### config.mk
export PLATFORM = sky130hd
export DESIGN_NAME = regfile_wb
export DESIGN_NICKNAME = d
export VERILOG_FILES = /design/src/rtl/mips_pkg.sv /design/src/rtl/regfile_rd_port.sv /design/src/rtl/regfile_wb.sv
export SDC_FILE = /design/constraint.sdc
export NUM_CORES = 2
export LEC_CHECK = 0
export BUFFER_PORTS_ARGS = -buffer_cell sky130_fd_sc_hd__buf_2
export CORE_MARGIN = 2
export CORE_UTILIZATION = 52
export CTS_BUF_LIST = sky130_fd_sc_hd__clkbuf_2
export DETAILED_ROUTE_END_ITERATION = 12
export PLACE_DENSITY_LB_ADDON = 0.25
export SETUP_SLACK_MARGIN = 0.15
export SLEW_MARGIN = 30
export SYNTH_ARGS = -nofsm -noshare
export SYNTH_HDL_FRONTEND = slang
export SYNTH_HIERARCHICAL = 1
export SYNTH_SLANG_ARGS = --single-unit
### constraint.sdc
create_clock -name clk -period 3.89 [get_ports clk]
set_clock_uncertainty 0.15 [all_clocks]
set_input_delay 0.1945 -clock clk [delete_from_list [all_inputs] [get_ports clk]]
set_output_delay 0.1945 -clock clk [all_outputs]
set_load 0.03 [all_outputs]
### src/rtl/mips_pkg.sv
// rtl/mips_pkg.sv - shared register-index constants and default widths
package mips_pkg;

  localparam int DEF_DATA_W = 32;
  localparam int DEF_ADDR_W = 5;

  typedef logic [DEF_ADDR_W-1:0] reg_idx_t;

  // Register indices. The destination mux select encoding reuses these.
  localparam reg_idx_t REG_ZERO = 5'd0;
  localparam reg_idx_t REG_RA   = 5'd31;

endpackage

### src/rtl/regfile_rd_port.sv
// rtl/regfile_rd_port.sv - one combinational register read port with write bypass
module regfile_rd_port
  import mips_pkg::*;
#(
  parameter int DATA_W = DEF_DATA_W,
  parameter int ADDR_W = DEF_ADDR_W
) (
  input  logic [ADDR_W-1:0]                  i_raddr,
  input  logic                               i_byp_en,
  input  logic [ADDR_W-1:0]                  i_waddr,
  input  logic [DATA_W-1:0]                  i_wdata,
  input  logic [(2**ADDR_W)-1:0][DATA_W-1:0] i_regs,
  output logic [DATA_W-1:0]                  o_rdata
);

  // Priority: $0 reads zero, then same-cycle write data, then the stored value.
  always_comb begin
    o_rdata = i_regs[i_raddr];
    if (i_raddr == ADDR_W'(REG_ZERO)) begin
      o_rdata = '0;
    end else if (i_byp_en && (i_waddr == i_raddr)) begin
      o_rdata = i_wdata;
    end
  end

endmodule

### src/rtl/regfile_wb.sv
// rtl/regfile_wb.sv - 32x32 register file with write-back commit tracking
module regfile_wb
  import mips_pkg::*;
#(
  parameter int DATA_W = DEF_DATA_W,
  parameter int ADDR_W = DEF_ADDR_W
) (
  input  logic              clk,
  input  logic              rst_n,
  input  logic              we,
  input  logic [ADDR_W-1:0] waddr,
  input  logic [DATA_W-1:0] wdata,
  input  logic [ADDR_W-1:0] raddr1,
  input  logic [ADDR_W-1:0] raddr2,
  output logic [DATA_W-1:0] rdata1,
  output logic [DATA_W-1:0] rdata2,
  output logic              wb_valid,
  output logic [ADDR_W-1:0] wb_addr
);

  localparam int DEPTH = 2**ADDR_W;

  logic [DEPTH-1:0][DATA_W-1:0] r_regs;
  logic                         r_wb_valid;
  logic [ADDR_W-1:0]            r_wb_addr;
  logic                         w_wr_en;
  logic                         w_byp_en;

  // An unknown waddr makes this X, which the storage block treats as "no write".
  assign w_wr_en  = we && (waddr != ADDR_W'(REG_ZERO));
  // Reset suppresses the bypass so every read is zero while rst_n is low.
  assign w_byp_en = we && rst_n;

  // Storage: commit write-back data; slot 0 never takes a write.
  always_ff @(posedge clk or negedge rst_n) begin
    if (!rst_n) begin
      r_regs <= '0;
    end else if (w_wr_en) begin
      r_regs[waddr] <= wdata;
    end
  end

  // Commit tracking: one-cycle pulse per accepted write, index held between writes.
  always_ff @(posedge clk or negedge rst_n) begin
    if (!rst_n) begin
      r_wb_valid <= 1'b0;
      r_wb_addr  <= '0;
    end else begin
      r_wb_valid <= w_wr_en;
      if (w_wr_en) begin
        r_wb_addr <= waddr;
      end
    end
  end

  a_waddr_known: assert property (@(posedge clk) disable iff (!rst_n) we |-> !$isunknown(waddr));

  regfile_rd_port #(.DATA_W(DATA_W), .ADDR_W(ADDR_W)) u_rd_port1 (
    .i_raddr  (raddr1),
    .i_byp_en (w_byp_en),
    .i_waddr  (waddr),
    .i_wdata  (wdata),
    .i_regs   (r_regs),
    .o_rdata  (rdata1)
  );

  regfile_rd_port #(.DATA_W(DATA_W), .ADDR_W(ADDR_W)) u_rd_port2 (
    .i_raddr  (raddr2),
    .i_byp_en (w_byp_en),
    .i_waddr  (waddr),
    .i_wdata  (wdata),
    .i_regs   (r_regs),
    .o_rdata  (rdata2)
  );

  assign wb_valid = r_wb_valid;
  assign wb_addr  = r_wb_addr;

endmodule

==> results.sh <==
export IMPL_clkSinkCount=1030
export IMPL_rsz0062_at_grt="yes"
export IMPL_die_x_um=333.6
export IMPL_cp_cell_sequence="mux4_2 -> a22o_1 -> a221oi_4 -> o22ai_1 -> a21o_2 -> buf_6"
export IMPL_clkPwrFrac_pct=26.2
export IMPL_fin_tns_setup_ns=0
export IMPL_dpl_hpwl_mm=109.6
export IMPL_cts_max_level=5
export IMPL_powerDensity_nw_per_um2=458.7
export IMPL_drt_pass1_iter_count=5
export IMPL_yosysSeqAreaShare_pct=45.63
export IMPL_critPathArrivalTime_ns=3.51
export IMPL_cts_tree="done"
export IMPL_via_count=40280
export IMPL_critical_path_buf_inv_count=1
export IMPL_p_sw_mw=9.299
export IMPL_cts_made_buffers=291
export IMPL_chipHeight_um=333.6
export IMPL_track_usage_pct=33.53
export IMPL_p_int_mw=19.87
export IMPL_vdd_ir_drop_max_mv=0.2461
export IMPL_grt_pass1_vias=40564
export IMPL_postSynth_asyncResetShare_pct=100.0
export IMPL_switching_share_pct=31.88
export IMPL_clk_latency_ns=1.47
export IMPL_cp_startpoint="r_regs[400]$_DFFE_PN0P_"
export IMPL_max_stage_delay_ns=0.45
export IMPL_gp_congestion=0.8612
export IMPL_finalCriticalPeriod_ns=3.858
export IMPL_combPwrFrac_pct=25.2
export IMPL_slowest_stage="mux4_2"
export IMPL_synth_flop_cell="dfrtp_1"
export IMPL_ff2ff_path_depth=2
export IMPL_fillers=8440
export IMPL_final_core_util_pct=59.23
export IMPL_slew_headroom_pct=26.95
export IMPL_clk_pin_slew_ns=0.10
export IMPL_wl_mm=186.3
export IMPL_rr_startpoint="r_regs[391]$_DFFE_PN0P_"
export IMPL_yosys_warnings=6
export IMPL_area_growth_pct=12.56
export IMPL_ys_types=68
export IMPL_fin_crit_sh_pct=99.18
export IMPL_crit_type="reg -> out"
export IMPL_nets=4365
export IMPL_crit_path_max_fanout=3
export IMPL_core_area_sq_um=107400
export IMPL_synthCells=4015
export IMPL_rrSetupSlack_ns=2.36
export IMPL_grt_start_max_net_pins=173
export IMPL_cts_root_buf="clkbuf_2"
export IMPL_wire_per_inst_um=31.73
export IMPL_p_seq_share_pct=48.6
export IMPL_min_path_type="in -> reg"
export IMPL_syn_area_sq_um=56490
export IMPL_finalSetupViolCount=0
export IMPL_path_depth=6
export IMPL_drive_gt1_share_pct=52.74
export IMPL_p_leak_nw=28.22
export IMPL_worstReg2RegEnd="r_regs[391]$_DFFE_PN0P_"
export IMPL_cp_end_kind="output pin"
export IMPL_max_cap_viol_count=0
export IMPL_synth_nets=4065
export IMPL_tightest_slew_ns=1.092
export IMPL_first_iter_violations=4285
export IMPL_total_power_mw=29.17
export IMPL_required_ns=3.55
export IMPL_crit_end="rdata1[16]"
export IMPL_worstSetupStartpointType="flip-flop"
export IMPL_antenna_found_initial=8
export IMPL_start_util_pct=52.62
export IMPL_synth_edf_count=0
export IMPL_grt_pass1_wl_mm=274.6
export IMPL_via_per_inst=6.859
export IMPL_final_hold_violation_count=0
export IMPL_design_die_area_sq_um=111300
export IMPL_ys_ff_latch=1030
export IMPL_final_max_slew_viol_count=0
export IMPL_numPortBuffers=119
export IMPL_grt_ovfl_total=0
export IMPL_ant_nets=0
export IMPL_drc_errors=0
export IMPL_cts_buffer_depth=4
export IMPL_clock_fmax_mhz=259.2
export IMPL_cp_top_family="compound AO/OA/AOI/OAI gates"
export IMPL_io_pins=120
export IMPL_status="complete, no violations"
export IMPL_avgSynthCellArea_sq_um=14.07
export IMPL_rows=120
## Yosys cell counts (7+ instances only)
library cell	count	area share, %
buf_8	16	0.43
mux2i_1	312	5.5
a22o_1	15	0.23
o21ai_0	72	0.64
buf_2	157	1.4
buf_4	22	0.29
xor2_1	8	0.12
o22a_1	10	0.16
nand2b_1	16	0.18
a21oi_1	80	0.71
clkbuf_1	194	1.3
mux2_1	32	0.64
and3_1	10	0.11
and4_1	16	0.25
nor3_1	46	0.41
a221o_1	26	0.46
nor2b_1	22	0.24
mux2_2	990	20
dfrtp_1	1030	46
mux4_2	330	13
a211oi_1	24	0.32
nor4_1	18	0.20
nand3_1	34	0.30
buf_6	24	0.48
o31a_1	7	0.11
a211o_1	8	0.12
a221oi_1	78	1.2
nor2_1	39	0.26
a22oi_1	66	0.88
buf_1	15	0.10
mux4_1	16	0.74
nand2_1	94	0.62
o22ai_1	34	0.38
buf_12	20	0.71
a2111oi_0	10	0.16
o21ai_1	16	0.14
a2bb2oi_1	14	0.22
## flip-flops by register name, indices dropped and copies added, names as in the netlist
| register | flops |
|---|---|
| r_regs | 1024 |
| wb_addr | 5 |
| wb_valid | 1 |
## through the flow
stage	hold slack, ns	instances	setup slack, ns	instance area (sq um)
5_1_grt	0.1422	5872	-0.1523	63580
4_1_cts	0.03200	5827	-0.1224	62900
2_1_floorplan	-0.2511	4015	1.525	56490
3_5_place_dp	-0.07989	5271	0.5505	58260
6_report	0.2198	5873	0.03191	63580
3_3_place_gp	-0.07906	5270	0.5379	58230
## logic make-up (layout without fill, tap and decap cells)
| kind of cell | Yosys count | in the layout | synth area share, % |
|---|---|---|---|
| AO/OA/AOI/OAI | 511 | 511 | 6.563 |
| XOR/XNOR | 10 | 10 | 0.1551 |
| buffers and inverters | 454 | 906 | 4.725 |
| flip-flops | 1030 | 1030 | 45.63 |
| multiplexers | 1680 | 1680 | 39.80 |
| other | 0 | 3 | 0 |
| AND/OR/NAND/NOR | 330 | 330 | 3.125 |
## tightest hold or removal path, cell delays in order
cell and delay [ns]:
dlygate4sd3_1 0.53, buf_2 0.24, nand4_1 0.43, nor2_4 0.23
mux2_2 0.27
## power groups by stage
stage / sequential, mW / combinational, mW / clock [mW]
2_1_floorplan: 13.9 / 5.03 / 0
3_3_place_gp: 14.2 / 6.42 / 0
3_5_place_dp: 14.3 / 6.55 / 0
4_1_cts: 14.1 / 7.09 / 7.79
5_1_grt: 14.4 / 7.74 / 8.39
6_report: 14.2 / 7.34 / 7.65
## timing repair
item	in CTS	in global routing
resized for setup	275	94
endpoints found under the setup margin	57	60
hold buffers	102	30
pin swaps	72	54
endpoints found under the hold margin	2028	882
buffers inserted	9	12
## per-layer routing
layer	share of wire, %	vias to the layer above	GRT usage, %
met5	0.026	-	0
met3	11	408	9.681
met1	40	21277	46.86
li1	-	16236	-
met4	3.3	8	11.28
met2	45	2351	50.39
## how the worst min path moves through the flow
stage / startpoint / endpoint / slack (ns) / cells after the start
after floorplan: rst_n / r_regs[0]$_DFFE_PN0P_ / -0.25 / 0
after global placement: rst_n / r_regs[763]$_DFFE_PN0P_ / -0.08 / 1
after detailed placement: rst_n / r_regs[731]$_DFFE_PN0P_ / -0.08 / 1
after CTS: waddr[3] / r_regs[989]$_DFFE_PN0P_ / 0.03 / 5
after global routing: wdata[26] / r_regs[570]$_DFFE_PN0P_ / 0.14 / 5
final: waddr[3] / r_regs[989]$_DFFE_PN0P_ / 0.22 / 5
## cell usage in the layout, fill, tap and decap left out, drive strengths merged, types with 7 or more instances in the layout
cell type and count:
dfrtp 1030, mux2 1022, clkbuf 405, buf 357
mux4 346, mux2i 312, dlygate4sd3 96, nand2 94
o21ai 88, a221oi 80, a21oi 80, a22oi 66
nor3 50, nor2 39, clkinv 37, nand3 34
o22ai 34, a221o 26, a211oi 26, nor2b 22
nor4 20, nand2b 16, and4 16, a22o 15
a2bb2oi 14, a2111oi 14, and3 10, o22a 10
xor2 8, a211o 8, o31a 7
## area by class of cell
class	instances	area [sq um]	share of cell area, %
clock inverters	42	316.6	0.4979
diodes	3	7.507	0.01181
clock buffers	403	2017	3.172
well taps	1403	1755	2.761
multi-input cells	2531	29510	46.42
inverters	6	22.52	0.03542
flip-flops and latches	1030	25770	40.54
repair buffers	455	4174	6.565
No activity file was read; power rests on OpenSTA's default activity.
